<file path="config.mk">
export PLATFORM = sky130hd
export DESIGN_NAME = seg_execute_muldiv_ctrl
export DESIGN_NICKNAME = d
export VERILOG_FILES = /design/src/rtl/seg_execute_muldiv_pkg.sv /design/src/rtl/seg_execute_muldiv_datapath.sv /design/src/rtl/seg_execute_muldiv_ctrl.sv
export SDC_FILE = /design/constraint.sdc
export NUM_CORES = 1
export LEC_CHECK = 0
export ABC_CLOCK_PERIOD_IN_PS = 8039
export CAP_MARGIN = 20
export CORE_ASPECT_RATIO = 1.5
export CORE_MARGIN = 4
export CORE_UTILIZATION = 50
export CTS_BUF_LIST = sky130_fd_sc_hd__clkbuf_16
export DETAILED_ROUTE_END_ITERATION = 10
export PLACE_DENSITY = 0.72
export SLEW_MARGIN = 15
export SYNTH_ARGS = -nofsm -noshare
export SYNTH_HDL_FRONTEND = slang
export SYNTH_SLANG_ARGS = --single-unit
</file>
<file path="constraint.sdc">
create_clock -name i_clock -period 8.04 [get_ports i_clock]
set_input_delay 1.608 -clock i_clock [delete_from_list [all_inputs] [get_ports i_clock]]
set_output_delay 1.608 -clock i_clock [all_outputs]
set_load 0.02 [all_outputs]
</file>
<file path="src/rtl/seg_execute_muldiv_pkg.sv">
// Shared definitions for the execute-stage multiply/divide sequencer.
package seg_execute_muldiv_pkg;

    localparam int NB_DATA_DEF = 32;
    localparam int NB_FUNC_DEF = 6;
    localparam int NB_CNT_DEF  = 6;

    localparam logic [5:0] FUNCT_MTHI  = 6'b010001;
    localparam logic [5:0] FUNCT_MTLO  = 6'b010011;
    localparam logic [5:0] FUNCT_MULT  = 6'b011000;
    localparam logic [5:0] FUNCT_MULTU = 6'b011001;
    localparam logic [5:0] FUNCT_DIV   = 6'b011010;
    localparam logic [5:0] FUNCT_DIVU  = 6'b011011;

    typedef enum logic [2:0] {
        ST_IDLE,
        ST_MUL,
        ST_DIV,
        ST_FIX,
        ST_DONE
    } state_e;

endpackage

</file>
<file path="src/rtl/seg_execute_muldiv_datapath.sv">
// Product/remainder shift register, shared add/subtract and sign-fix negation
// for the iterative multiply/divide; sequenced by seg_execute_muldiv_ctrl.
module seg_execute_muldiv_datapath #(
    parameter int NB_DATA = 32
) (
    input  logic               i_clock,
    input  logic               i_reset,
    input  logic               i_load,
    input  logic               i_load_signed,
    input  logic [NB_DATA-1:0] i_data_a,
    input  logic [NB_DATA-1:0] i_data_b,
    input  logic               i_step_mul,
    input  logic               i_step_div,
    input  logic               i_neg_full,
    input  logic               i_neg_hi,
    input  logic               i_neg_lo,
    output logic [NB_DATA-1:0] o_res_hi,
    output logic [NB_DATA-1:0] o_res_lo
);

    localparam int NB_ACC = 2 * NB_DATA;

    logic [NB_ACC-1:0]  acc_q, acc_d;
    logic [NB_DATA-1:0] opb_q, opb_d;
    logic [NB_DATA-1:0] mag_a, mag_b;
    logic [NB_DATA+1:0] add_x, add_y, add_sum;
    logic [NB_ACC-1:0]  acc_neg;

    always_comb begin
        mag_a = (i_load_signed && i_data_a[NB_DATA-1]) ? (~i_data_a + NB_DATA'(1)) : i_data_a;
        mag_b = (i_load_signed && i_data_b[NB_DATA-1]) ? (~i_data_b + NB_DATA'(1)) : i_data_b;
    end

    // Multiply adds the multiplicand to the upper half; divide subtracts the
    // divisor from the left-shifted remainder (N+1 bits) and reads the borrow.
    always_comb begin
        add_x   = i_step_div ? {1'b0, acc_q[NB_ACC-1:NB_DATA-1]} : {2'b00, acc_q[NB_ACC-1:NB_DATA]};
        add_y   = {2'b00, opb_q};
        add_sum = add_x + (i_step_div ? ~add_y : add_y) + {{(NB_DATA+1){1'b0}}, i_step_div};
    end

    // NOTE: every signal written in always_comb gets a default first, so no path leaves it unassigned and no latch is inferred.
    always_comb begin
        acc_d = acc_q;
        opb_d = opb_q;
        if (i_load) begin
            acc_d = {{NB_DATA{1'b0}}, mag_a};
            opb_d = mag_b;
        end else if (i_step_mul) begin
            if (acc_q[0]) acc_d = {add_sum[NB_DATA:0], acc_q[NB_DATA-1:1]};
            else          acc_d = {1'b0, acc_q[NB_ACC-1:1]};
        end else if (i_step_div) begin
            if (!add_sum[NB_DATA+1]) acc_d = {add_sum[NB_DATA-1:0], acc_q[NB_DATA-2:0], 1'b1};
            else                     acc_d = {acc_q[NB_ACC-2:0], 1'b0};
        end
    end

    always_comb begin
        acc_neg  = ~acc_q + NB_ACC'(1);
        o_res_hi = acc_q[NB_ACC-1:NB_DATA];
        o_res_lo = acc_q[NB_DATA-1:0];
        if (i_neg_full) begin
            o_res_hi = acc_neg[NB_ACC-1:NB_DATA];
            o_res_lo = acc_neg[NB_DATA-1:0];
        end else begin
            if (i_neg_hi) o_res_hi = ~acc_q[NB_ACC-1:NB_DATA] + NB_DATA'(1);
            if (i_neg_lo) o_res_lo = ~acc_q[NB_DATA-1:0] + NB_DATA'(1);
        end
    end

    // NOTE: sequential state uses non-blocking assignments so every flop samples pre-edge values regardless of statement order.
    always_ff @(posedge i_clock) begin
        if (i_reset) begin
            acc_q <= '0;
            opb_q <= '0;
        end else begin
            acc_q <= acc_d;
            opb_q <= opb_d;
        end
    end

endmodule

</file>
<file path="src/rtl/seg_execute_muldiv_ctrl.sv">
// Execute-stage sequencer for MULT/MULTU/DIV/DIVU/MTHI/MTLO; owns HI/LO and
// stalls the pipeline while the iterative datapath runs.
module seg_execute_muldiv_ctrl
    import seg_execute_muldiv_pkg::*;
#(
    parameter int NB_DATA = NB_DATA_DEF,
    parameter int NB_FUNC = NB_FUNC_DEF,
    parameter int NB_CNT  = NB_CNT_DEF
) (
    input  logic               i_clock,
    input  logic               i_reset,
    input  logic               i_valid,
    input  logic [NB_FUNC-1:0] i_funct,
    input  logic [NB_DATA-1:0] i_data_a,
    input  logic [NB_DATA-1:0] i_data_b,
    output logic               o_stall,
    output logic               o_busy,
    output logic               o_done,
    output logic               o_div_by_zero,
    output logic [NB_DATA-1:0] o_hi,
    output logic [NB_DATA-1:0] o_lo
);

    state_e             state_q, state_d;
    logic [NB_CNT-1:0]  cnt_q, cnt_d;
    logic               sign_a_q, sign_a_d;
    logic               sign_b_q, sign_b_d;
    logic               is_div_q, is_div_d;
    logic               dbz_q, dbz_d;
    logic [NB_DATA-1:0] hi_q, hi_d;
    logic [NB_DATA-1:0] lo_q, lo_d;

    logic is_mul_op, is_div_op, is_signed_op, b_zero, start, last_iter;
    logic load, step_mul, step_div, neg_full, neg_hi, neg_lo;
    logic [NB_DATA-1:0] res_hi, res_lo;

    always_comb begin
        is_mul_op    = (i_funct == NB_FUNC'(FUNCT_MULT)) || (i_funct == NB_FUNC'(FUNCT_MULTU));
        is_div_op    = (i_funct == NB_FUNC'(FUNCT_DIV))  || (i_funct == NB_FUNC'(FUNCT_DIVU));
        is_signed_op = (i_funct == NB_FUNC'(FUNCT_MULT)) || (i_funct == NB_FUNC'(FUNCT_DIV));
        b_zero       = (i_data_b == '0);
        start        = i_valid && (state_q == ST_IDLE) && (is_mul_op || is_div_op);
        last_iter    = (cnt_q == NB_CNT'(NB_DATA - 1));
    end

    always_comb begin
        state_d  = state_q;
        cnt_d    = cnt_q;
        sign_a_d = sign_a_q;
        sign_b_d = sign_b_q;
        is_div_d = is_div_q;
        dbz_d    = dbz_q;
        hi_d     = hi_q;
        lo_d     = lo_q;
        load     = 1'b0;
        step_mul = 1'b0;
        step_div = 1'b0;
        neg_full = 1'b0;
        neg_hi   = 1'b0;
        neg_lo   = 1'b0;
        case (state_q)
            ST_IDLE: begin
                if (start) begin
                    load     = 1'b1;
                    sign_a_d = is_signed_op && i_data_a[NB_DATA-1];
                    sign_b_d = is_signed_op && i_data_b[NB_DATA-1];
                    is_div_d = is_div_op;
                    dbz_d    = is_div_op && b_zero;
                    cnt_d    = '0;
                    if (!is_div_op)  state_d = ST_MUL;
                    else if (b_zero) state_d = ST_DONE;
                    else             state_d = ST_DIV;
                end else if (i_valid && (i_funct == NB_FUNC'(FUNCT_MTHI))) begin
                    hi_d = i_data_a;
                end else if (i_valid && (i_funct == NB_FUNC'(FUNCT_MTLO))) begin
                    lo_d = i_data_a;
                end
            end
            ST_MUL, ST_DIV: begin
                step_mul = (state_q == ST_MUL);
                step_div = (state_q == ST_DIV);
                cnt_d    = last_iter ? '0 : cnt_q + NB_CNT'(1);
                if (last_iter) state_d = ST_FIX;
            end
            ST_FIX: begin
                // Product sign follows a^b; remainder takes the dividend's sign.
                neg_full = !is_div_q && (sign_a_q ^ sign_b_q);
                neg_lo   = is_div_q && (sign_a_q ^ sign_b_q);
                neg_hi   = is_div_q && sign_a_q;
                hi_d     = res_hi;
                lo_d     = res_lo;
                state_d  = ST_DONE;
            end
            ST_DONE: state_d = ST_IDLE;
            default: state_d = ST_IDLE;
        endcase
    end

    always_ff @(posedge i_clock) begin
        if (i_reset) begin
            state_q  <= ST_IDLE;
            cnt_q    <= '0;
            sign_a_q <= 1'b0;
            sign_b_q <= 1'b0;
            is_div_q <= 1'b0;
            dbz_q    <= 1'b0;
            hi_q     <= '0;
            lo_q     <= '0;
        end else begin
            state_q  <= state_d;
            cnt_q    <= cnt_d;
            sign_a_q <= sign_a_d;
            sign_b_q <= sign_b_d;
            is_div_q <= is_div_d;
            dbz_q    <= dbz_d;
            hi_q     <= hi_d;
            lo_q     <= lo_d;
        end
    end

    seg_execute_muldiv_datapath #(
        .NB_DATA(NB_DATA)
    ) u_datapath (
        .i_clock      (i_clock),
        .i_reset      (i_reset),
        .i_load       (load),
        .i_load_signed(is_signed_op),
        .i_data_a     (i_data_a),
        .i_data_b     (i_data_b),
        .i_step_mul   (step_mul),
        .i_step_div   (step_div),
        .i_neg_full   (neg_full),
        .i_neg_hi     (neg_hi),
        .i_neg_lo     (neg_lo),
        .o_res_hi     (res_hi),
        .o_res_lo     (res_lo)
    );

    always_comb begin
        o_stall       = start || (state_q == ST_MUL) || (state_q == ST_DIV) || (state_q == ST_FIX);
        o_busy        = (state_q != ST_IDLE);
        o_done        = (state_q == ST_DONE);
        o_div_by_zero = (state_q == ST_DONE) && dbz_q;
        o_hi          = hi_q;
        o_lo          = lo_q;
    end

endmodule

</file>
==> metrics.md, run 1 <==
| Metric | Value |
|---|---|
| Syn_nets | `~2000` |
| Synth area leaders | `dfxtp_1 (26%), nand2_1 (8.0%), a21oi_1 (7.3%)` |
| Largest net degree at the start of global routing | `86` |
| Synthesis warning total | `0` |
| Critical Path RT | `between 6 and 7 ns` |
| Fmax | `179.7 MHz` |
| Vias/cell | `between 6 and 7` |
| RSZ-0062 raised after global routing | `no` |
| Number of gates resized after cts | `0` |
| Global-route wire length before repair | `around 72000 um` |
| Hold Path Stages | `2` |
| Status | `finished, final reports clean` |
| Critical-path top delay cell | `clkdlybuf4s50_1` |
| Count of different cell masters after synthesis | `just under 80` |
| RR Startpoint | `state_q[2]` |
| CP cell instances | `clkdlybuf4s50_1 -> nor4bb_1 -> nand2_1 -> nor2_4 -> nor2_1 -> nand2_1 -> clkdlybuf4s50_1` |
| GRT Util Overall | `slightly above 30%` |
| Starting Density | `between 50% and 60%` |
| Final Max Slew Viols | `0` |
| Leak pwr | `approximately 5.5 nW` |
| Hold buffers post-CTS | `0` |
| Initial antenna violation count | `0` |
| Root buf cell | `clkbuf_16` |
| R2R depth | `13` |
| Worst vdd ir | `0.1591 mV` |
| Pwr Density | `~240 nW/um2` |
| WP data arrival | `between 3 and 4 ns` |
| Worst-Margin Slew | `approximately 1.1 ns` |
| Final Core Density | `58.55%` |
| Die height | `207.4 um` |
| DIE AREA | `approximately 30000 um2` |
| Wire per inst | `between 20 and 25 um` |
| Worst slack, placed | `2.491 ns` |
| WL final | `46540 um` |
| Detail Route Antenna Nets | `0` |
| Post-DP Area | `approximately 15000 um2` |
| Finish-stage setup viols | `0` |
| Min-Delay Path Class | `register to register` |
| Post-detail-place hpwl | `~34000 um` |
| Max-cap violations | `0` |
| Maximum root-to-sink buffer count | `2` |
| CTS buffer count | `17` |
| DR iter-0 viols | `between 1000 and 1500` |
| Fin area | `15190 um2` |
| CP peak stage delay | `between 0.6 and 0.7 ns` |
| Hold wc startpoint | `o_lo[8]` |
| IO Port Bufs | `140` |
| Layout cells sized above 1 | `~4.3%` |
| CP top delay family | `simple AND/OR/NAND/NOR gates` |
| Buf/Inv on CP | `2` |
| WS Path Type | `primary input to output port` |
| Minimum clock period | `roughly 5.6 ns` |
| Residual DRC count | `0` |
| Crit-path max FO | `5` |
| Most common cell in the synthesized netlist | `nand2_1` |
| Diode count | `0` |
| Clk slew on worst S/H paths | `0.07 ns` |
| Vias in the first global route | `about 13000` |
| CTS tree | `done` |
| Ports | `around 140` |
| Core region area | `around 26000 um2` |
| Top FF cell, synth | `dfxtp_1` |
| Depth of the CTS H-tree | `4` |
| Synthesized instance count | `approximately 1900` |
| # clock sinks | `roughly 170` |
| Share of the synthesized area in the top cell type | `26.14%` |
| Critical R2R Capture | `u_datapath.acc_q[61]` |
| Synthesis-to-layout area growth | `14.65%` |
| Routed vias | `14178` |
| Worst Skew | `slightly below 0.009 ns` |
| Setup bufs post-CTS | `0` |
| Post-synth ARST share | `0%` |
| Setup slack after layout | `2.476 ns` |
| FF-to-FF setup slack | `about 2.9 ns` |
| Yosys top cell by area | `dfxtp_1` |
| Seq/Total Area, Yosys | `around a quarter` |
| Synth cell count leaders | `nand2_1 (284), nor2_1 (201), a21oi_1 (193), dfxtp_1 (173), clkbuf_1 (145)` |
| Synth Register Bits | `approximately 170` |
| Setup crit start | `i_funct[3]` |
| Final setup TNS | `0 ns` |
| Insertion delay to the later sink of the worst-skew pair | `0.46 ns` |
| WHS Endpoint | `o_lo[8]` |
| Post-synth EDFFs | `0` |
| Row Count | `just over 70` |
| Final Hold Fails | `0` |
| Layout Nets | `~2000` |
| Drt pass-1 iters | `6` |
| Crit end category | `output port` |
| Die X | `between 100 and 150 um` |
| Mean area per synthesized cell | `roughly 7 um2` |
| Routability cong. | `0.9770` |
| Gr ovfl total | `0` |
| Slew HR | `a little over a quarter` |
| Post-synthesis cell area | `13250 um2` |
| Crit path launch type | `primary input` |
| Final worst-path cycle share | `between 60 and 70%` |
## sequential cells by signal (all words and copies together) (netlist names)
| signal | flops |
|---|---|
| u_datapath.acc_q | 64 |
| o_lo | 32 |
| sign_a_q | 1 |
| o_hi | 32 |
| state_q | 3 |
| sign_b_q | 1 |
| u_datapath.opb_q | 32 |
| cnt_q | 6 |
| is_div_q | 1 |
| dbz_q | 1 |
## worst register-to-register path, stage by stage (launching register included)
cell	delay, ns
dfxtp_1	0.59
or3b_4	0.64
buf_4	0.79
xnor2_1	0.17
ha_1	0.42
a21o_1	0.23
a21o_1	0.18
a211oi_1	0.51
a21oi_1	0.27
o21a_1	0.28
a311o_1	0.37
xor2_1	0.17
o311ai_0	0.30
a21oi_1	0.11
## through the flow
stage / instances / hold WS [ns] / power [W]
floorplan: 1884 / 0.4444 / 0.002223
detailed placement: 2216 / 0.4488 / 0.002782
finish: 2248 / 0.4552 / 0.003615
global route: 2248 / 0.4836 / 0.003821
CTS: 2248 / 0.4589 / 0.003595
global placement: 2216 / 0.4441 / 0.002751
## layout by cell type (no fill, tap or decap), drive strengths merged, types with 6 or more instances in the layout
cell / count
a2111oi: 7
a211oi: 97
a21o: 18
a21oi: 194
a221oi: 8
a22oi: 6
a311oi: 27
a31oi: 19
and2: 12
and3: 13
buf: 23
clkbuf: 17
clkdlybuf4s50: 139
dfxtp: 173
ha: 36
inv: 34
mux2i: 7
nand2: 284
nand2b: 10
nand3: 27
nand3b: 8
nor2: 201
nor2b: 10
nor3: 53
nor4: 15
o211ai: 12
o21a: 8
o21ai: 132
o21bai: 9
o22ai: 12
o31ai: 22
o41ai: 14
or3: 26
or4: 14
xnor2: 90
xor2: 68
## area by class of cell
| type | count | area (um2) |
|---|---|---|
| clock inverter | 15 | 136.4 |
| sequential | 173 | 3463 |
| clock buffer | 17 | 425.4 |
| timing repair buffer | 162 | 1564 |
| tap | 333 | 416.7 |
| fill | 2537 | 10760 |
| inverter | 28 | 105.1 |
| multi-input combinational | 1520 | 9079 |
## power breakdown
group | switching [W] | internal [W]
registers | 0.000216 | 0.00100
clock network | 0.000388 | 0.000429
logic | 0.000985 | 0.000598
total | 0.00159 | 0.00203
## logic make-up (layout without fill, tap and decap cells)
logic type	Yosys count	count (layout)	share of synthesized area, %
AOI/OAI and AO/OA	618	618	29.69
DFF	173	173	26.14
muxes	12	12	0.9538
buffers and inverters	191	222	5.591
xor gates and xnor gates	158	158	10.44
and+or+nand+nor	695	695	23.63
adders and majority gates	37	37	3.551
## worst max-delay path by stage
stage,to,slack [ns],cells after the start
2_1_floorplan,o_stall,3.71,5
3_3_place_gp,o_stall,2.54,7
3_5_place_dp,o_stall,2.49,7
4_1_cts,o_stall,2.50,7
5_1_grt,o_stall,2.28,7
6_report,o_stall,2.48,7
## routing by layer
layer / up-vias / share of wire [%] / global-route usage [%]
met5: - / 0 / 0
met4: 0 / 8.1 / 21.83
met3: 170 / 5.6 / 4.540
met2: 606 / 49 / 53.87
met1: 6603 / 37 / 33.87
li1: 6799 / - / -
No activity file was read; power rests on OpenSTA's default activity.
==> run 2: changes to the inputs <==
ABC_CLOCK_PERIOD_IN_PS = 5200   (was 8039)
clock period = 5.2 ns   (was 8.04 ns; I/O delays follow)
==> run 2 against run 1 <==
Net effect: die area unchanged; via count increased by 0.32%; setup slack got worse by 2.3 ns; largest cell class unchanged; sequential power increased by 54%; critical endpoint unchanged; combinational power increased by 56%; final area increased by 0.62%; total power increased by 55%.
==> metrics.md, run 2 (synthesized netlist as in run 1, its figures left out) <==
| Metric | Value |
|---|---|
| Status | `finished, final reports clean` |
| Drt pass-1 iters | `5 (-1)` |
| Starting Density | `51.07% (unchanged)` |
| Slew HR | `30.35% (+3.1 points)` |
| Max-cap violations | `0 (unchanged)` |
| Largest net degree at the start of global routing | `86 (unchanged)` |
| Crit-path max FO | `39 (+34)` |
| Setup bufs post-CTS | `0 (unchanged)` |
| Residual DRC count | `0 (unchanged)` |
| Die X | `140.9 um (unchanged)` |
| Final Max Slew Viols | `0 (unchanged)` |
| Vias/cell | `6.297 (-0.16%)` |
| Core region area | `25940 um2 (unchanged)` |
| Hold Path Stages | `2 (unchanged)` |
| Depth of the CTS H-tree | `4 (unchanged)` |
| R2R depth | `14 (+1)` |
| Leak pwr | `5.550 nW (+1.4%)` |
| Detail Route Antenna Nets | `0 (unchanged)` |
| Layout cells sized above 1 | `4.881% (+0.60 points)` |
| Routed vias | `14224 (+0.32%)` |
| WL final | `47070 um (+1.1%)` |
| CP peak stage delay | `0.61 ns (-0.06 ns)` |
| Crit end category | `output port` |
| Hold buffers post-CTS | `0 (unchanged)` |
| Critical Path RT | `4.16 ns (-2.27 ns)` |
| Critical-path top delay cell | `or3b_4` |
| Finish-stage setup viols | `0 (unchanged)` |
| Min-Delay Path Class | `register to register` |
| Synthesis-to-layout area growth | `15.36%` |
| Diode count | `0 (unchanged)` |
| DR iter-0 viols | `1194 (-13%)` |
| Die height | `207.4 um (unchanged)` |
| Number of gates resized after cts | `0 (unchanged)` |
| DIE AREA | `29220 um2 (unchanged)` |
| CTS tree | `done` |
| Worst Skew | `0.01170 ns (+0.002759 ns)` |
| GRT Util Overall | `31.30% (+0.40 points)` |
| Wire per inst | `20.84 um (+0.66%)` |
| Worst slack, placed | `0.6890 ns (-1.802 ns)` |
| Most frequent cells in the layout | `nand2_1 (283), nor2_1 (199), a21oi_1 (193)` |
| Total power | `0.005621 W (+55%)` |
| Worst vdd ir | `0.2923 mV (+84%)` |
| WP data arrival | `3.99 ns (+0.03 ns)` |
| Max reg flops | `64 (unchanged)` |
| Routability cong. | `0.9371 (-4.1%)` |
| Maximum root-to-sink buffer count | `2 (unchanged)` |
| CP cell instances | `or3b_4 -> buf_4 -> buf_4 -> nand2_1 -> nor2_1 -> nand2_1 -> clkdlybuf4s50_1` |
| Initial antenna violation count | `0 (unchanged)` |
| Biggest register | `u_datapath.acc_q` |
| RSZ-0062 raised after global routing | `no` |
| WS Path Type | `register to output port` |
| # clock sinks | `173 (unchanged)` |
| Global-route wire length before repair | `73280 um (+1.3%)` |
| Minimum clock period | `5.025 ns` |
| Root buf cell | `clkbuf_16` |
| Final worst-path cycle share | `96.64%` |
| Post-detail-place hpwl | `35150 um (+3.1%)` |
| CTS buffer count | `17 (unchanged)` |
| Setup slack after layout | `0.1747 ns (-2.301 ns)` |
| Most common cell after layout, fill and taps aside | `nand2_1` |
| Layout Nets | `2023 (+0.55%)` |
| IO Port Bufs | `140 (unchanged)` |
| Fmax | `around 200 MHz` |
| Row Count | `72 (unchanged)` |
| Final Hold Fails | `0 (unchanged)` |
| Worst-Margin Slew | `1.041 ns (-0.04570 ns)` |
| Vias in the first global route | `13358 (+0.72%)` |
| Insertion delay to the later sink of the worst-skew pair | `0.45 ns (about the same)` |
| Ports | `141 (unchanged)` |
| Pwr Density | `367.8 nW/um2 (+55%)` |
| Gr ovfl total | `0 (unchanged)` |
| Clk slew on worst S/H paths | `0.07 ns (about the same)` |
| Crit path launch type | `register` |
| Final setup TNS | `0 ns (unchanged)` |
-- run 2: cell count changes in the layout (fill, tap and decap cells not counted) --
cell / before / now
buf_4: 23 / 34
clkinv_1: 1 / 0
clkinv_2: 0 / 1
clkinvlp_4: 5 / 1
inv_6: 5 / 7
inv_8: 0 / 2
-- run 2: path summary, 6_finish.rpt --
path / from / end / slack [ns]
worst max-delay path: state_q[2] / o_stall / 0.17
worst max register to register: state_q[2] / u_datapath.acc_q[45] / 0.74
worst min register to register: o_lo[11] / o_lo[11] / 0.46
worst min-delay path: o_lo[11] / o_lo[11] / 0.46
-- run 2: area by class of cell --
cell class / count / area (um2)
clock buffers: 17 / 425.4
clock inverters: 15 / 147.6
fillers: 2472 / 10660
inverters: 28 / 105.1
multi-input cells: 1520 / 9079
flip-flops and latches: 173 / 3463
well taps: 333 / 416.7
repair buffers: 173 / 1647
-- run 2: per-stage QoR --
| step | util (%) | std cells | cell area (um2) | hold WS, ns |
|---|---|---|---|---|
| 2_1_floorplan | - | 1884 | 13250 | 0.4444 |
| 3_3_place_gp | 56.70 | 2227 | 14710 | 0.4436 |
| 3_5_place_dp | 56.70 | 2227 | 14710 | 0.4476 |
| 4_1_cts | 58.91 | 2259 | 15280 | 0.4559 |
| 5_1_grt | 58.91 | 2259 | 15280 | 0.4804 |
| 6_report | 58.91 | 2259 | 15280 | 0.4564 |
-- run 2: where the power goes --
group / internal (W) / switching (W)
Clock: 0.000676 / 0.000610
Sequential: 0.00155 / 0.000331
Combinational: 0.000936 / 0.00152
-- run 2: critical path, delay by kind of cell, from the launching register on --
kind	cells	cell delay [ns]
flip-flops	1	0.58
buffers and inverters	3	1.38
AND/OR/NAND/NOR	4	1.55
-- run 2: metal layers --
metal | part of all wire (%) | global-route usage [%] | wire, um | vias to the layer above
met3 | 6.1 | 4.171 | 2890 | 184
met1 | 36 | 34.00 | 17100 | 6566
met5 | 0 | 0 | 0 | -
li1 | - | - | - | 6814
met2 | 49 | 55.57 | 23220 | 660
met4 | 8.2 | 21.43 | 3864 | 0
==> run 3: changes to the inputs <==
SLEW_MARGIN = 40   (was 15)
==> run 3 against run 2 <==
Net effect: register-to-register slack got worse by 0.02 ns; core utilization is 0.087 points higher; setup slack better by 0.22 ns; final area is 0.15% higher; critical endpoint unchanged; largest power group unchanged.
==> metrics.md, run 3 (synthesized netlist as in run 1, its figures left out) <==
| Metric | Value |
|---|---|
| Fmax | `208.2 MHz (+4.6%)` |
| Fill count | `2509 (+1.5%)` |
| Leak pwr | `5.542 nW (-0.15%)` |
| Root buf cell | `clkbuf_16` |
| CTS buffer count | `17 (unchanged)` |
| Residual DRC count | `0 (unchanged)` |
| WS Path Type | `register to output port` |
| Die X | `140.9 um (unchanged)` |
| Setup crit start | `state_q[2]` |
| Status | `finished, final reports clean` |
| Biggest register | `u_datapath.acc_q` |
| RSZ-0062 raised after global routing | `no` |
| CTS tree | `done` |
| Layout cells sized above 1 | `5.138% (+0.26 points)` |
| Largest net degree at the start of global routing | `86 (unchanged)` |
| Ports | `141 (unchanged)` |
| Final setup TNS | `0 ns (unchanged)` |
| Max-cap violations | `0 (unchanged)` |
| Crit end category | `output port` |
| Final Hold Fails | `0 (unchanged)` |
| Global-route wire length before repair | `73290 um (about the same)` |
| IO Port Bufs | `140 (unchanged)` |
| Hold buffers post-CTS | `0 (unchanged)` |
| Worst-Margin Slew | `0.8370 ns (-0.2042 ns)` |
| Post-detail-place hpwl | `35200 um (+0.14%)` |
| Final Max Slew Viols | `0 (unchanged)` |
| Hold wc startpoint | `o_lo[11]` |
| Worst Skew | `0.01033 ns (-0.001376 ns)` |
| Wire per inst | `20.81 um (-0.12%)` |
| Maximum root-to-sink buffer count | `2 (unchanged)` |
| Gr ovfl total | `0 (unchanged)` |
| Initial antenna violation count | `0 (unchanged)` |
| Detail Route Antenna Nets | `0 (unchanged)` |
| Routability cong. | `0.9371 (unchanged)` |
| Critical Path RT | `4.16 ns (about the same)` |
| Diode count | `0 (unchanged)` |
| Crit path launch type | `register` |
| Vias in the first global route | `13409 (+0.38%)` |
| DIE AREA | `29220 um2 (unchanged)` |
| Setup bufs post-CTS | `0 (unchanged)` |
| Vias/cell | `6.279 (-0.28%)` |
| # clock sinks | `173 (unchanged)` |
| Total power | `0.005583 W (-0.68%)` |
| Number of gates resized after cts | `0 (unchanged)` |
| Layout Cells excl Fill | `2260 (+0.044%)` |
| Final worst-path cycle share | `92.36% (-4.3 points)` |
| Depth of the CTS H-tree | `4 (unchanged)` |
| Hold Slack | `0.4557 ns (-0.0007080 ns)` |
| Finish-stage setup viols | `0 (unchanged)` |
| GRT Util Overall | `31.36% (+0.054 points)` |
| Min-Delay Path Class | `register to register` |
| Layout Nets | `2024 (+0.049%)` |
| Routed vias | `14191 (-0.23%)` |
| Most frequent cells in the layout | `nand2_1 (283), nor2_1 (197), a21oi_1 (193)` |
| Pwr Density | `364.7 nW/um2 (-0.82%)` |
| Crit-path max FO | `39 (unchanged)` |
| Drt pass-1 iters | `6 (+1)` |
| WL final | `47040 um (about the same)` |
| Clk slew on worst S/H paths | `0.07 ns (about the same)` |
| Most common cell after layout, fill and taps aside | `nand2_1` |
| Minimum clock period | `4.803 ns (-0.2224 ns)` |
| Synthesis-to-layout area growth | `15.53%` |
| Max reg flops | `64 (unchanged)` |
| Insertion delay to the later sink of the worst-skew pair | `0.46 ns (about the same)` |
| RR Startpoint | `state_q[2]` |
| Die height | `207.4 um (unchanged)` |
| Placed insts | `2227 (unchanged)` |
| Core region area | `25940 um2 (unchanged)` |
| Row Count | `72 (unchanged)` |
| WP data arrival | `3.76 ns (-0.23 ns)` |
| Final Core Density | `58.99% (+0.087 points)` |
| Starting Density | `51.07% (unchanged)` |
| DR iter-0 viols | `1132 (-5.2%)` |
| Slew HR | `44.20% (+14 points)` |
| Worst vdd ir | `0.2725 mV (-6.8%)` |
==> run 3: metal layers <==
layer	wire, um	global-route usage [%]
met1	17020	33.40
met2	23400	55.89
met3	2781	4.794
met4	3836	21.70
met5	0	0
==> run 3: layout make-up <==
cell class	count	area, um2	share of cell area [%]
multi-input combinational	1520	9102	59.47
sequential	173	3463	22.63
timing repair buffer	174	1667	10.89
clock buffer	17	425.4	2.779
tap	333	416.7	2.722
clock inverter	15	126.4	0.8256
inverter	28	105.1	0.6867
==> run 3: worst paths after layout <==
path,end,slack [ns],depth (start not counted)
min,o_lo[11],0.46,2
max reg2reg,u_datapath.acc_q[59],0.72,14
max,o_stall,0.40,7
min reg2reg,o_lo[11],0.46,2
==> run 3: metrics by stage <==
| step | instance area (um2) | setup slack [ns] |
|---|---|---|
| 6_report | 15310 | 0.3971 |
| 5_1_grt | 15310 | 0.1988 |
| 4_1_cts | 15280 | 0.2436 |
| 3_5_place_dp | 14730 | 0.7256 |
| 3_3_place_gp | 14710 | 0.8050 |
| 2_1_floorplan | 13250 | 0.9273 |
==> run 3: critical path: stages (launching register included) <==
cell	delay [ns]
dfxtp_1	0.58
or3b_4	0.61
buf_4	0.36
buf_4	0.42
nand2_1	0.15
nor2_2	0.40
nand2_1	0.16
clkdlybuf4s50_1	0.57
==> run 3: where the power goes <==
part	internal, W	total [W]	switching, W
clock network	0.000627	0.00125	0.000621
registers	0.00155	0.00188	0.000332
logic	0.000938	0.00246	0.00152
total	0.00311	0.00558	0.00247
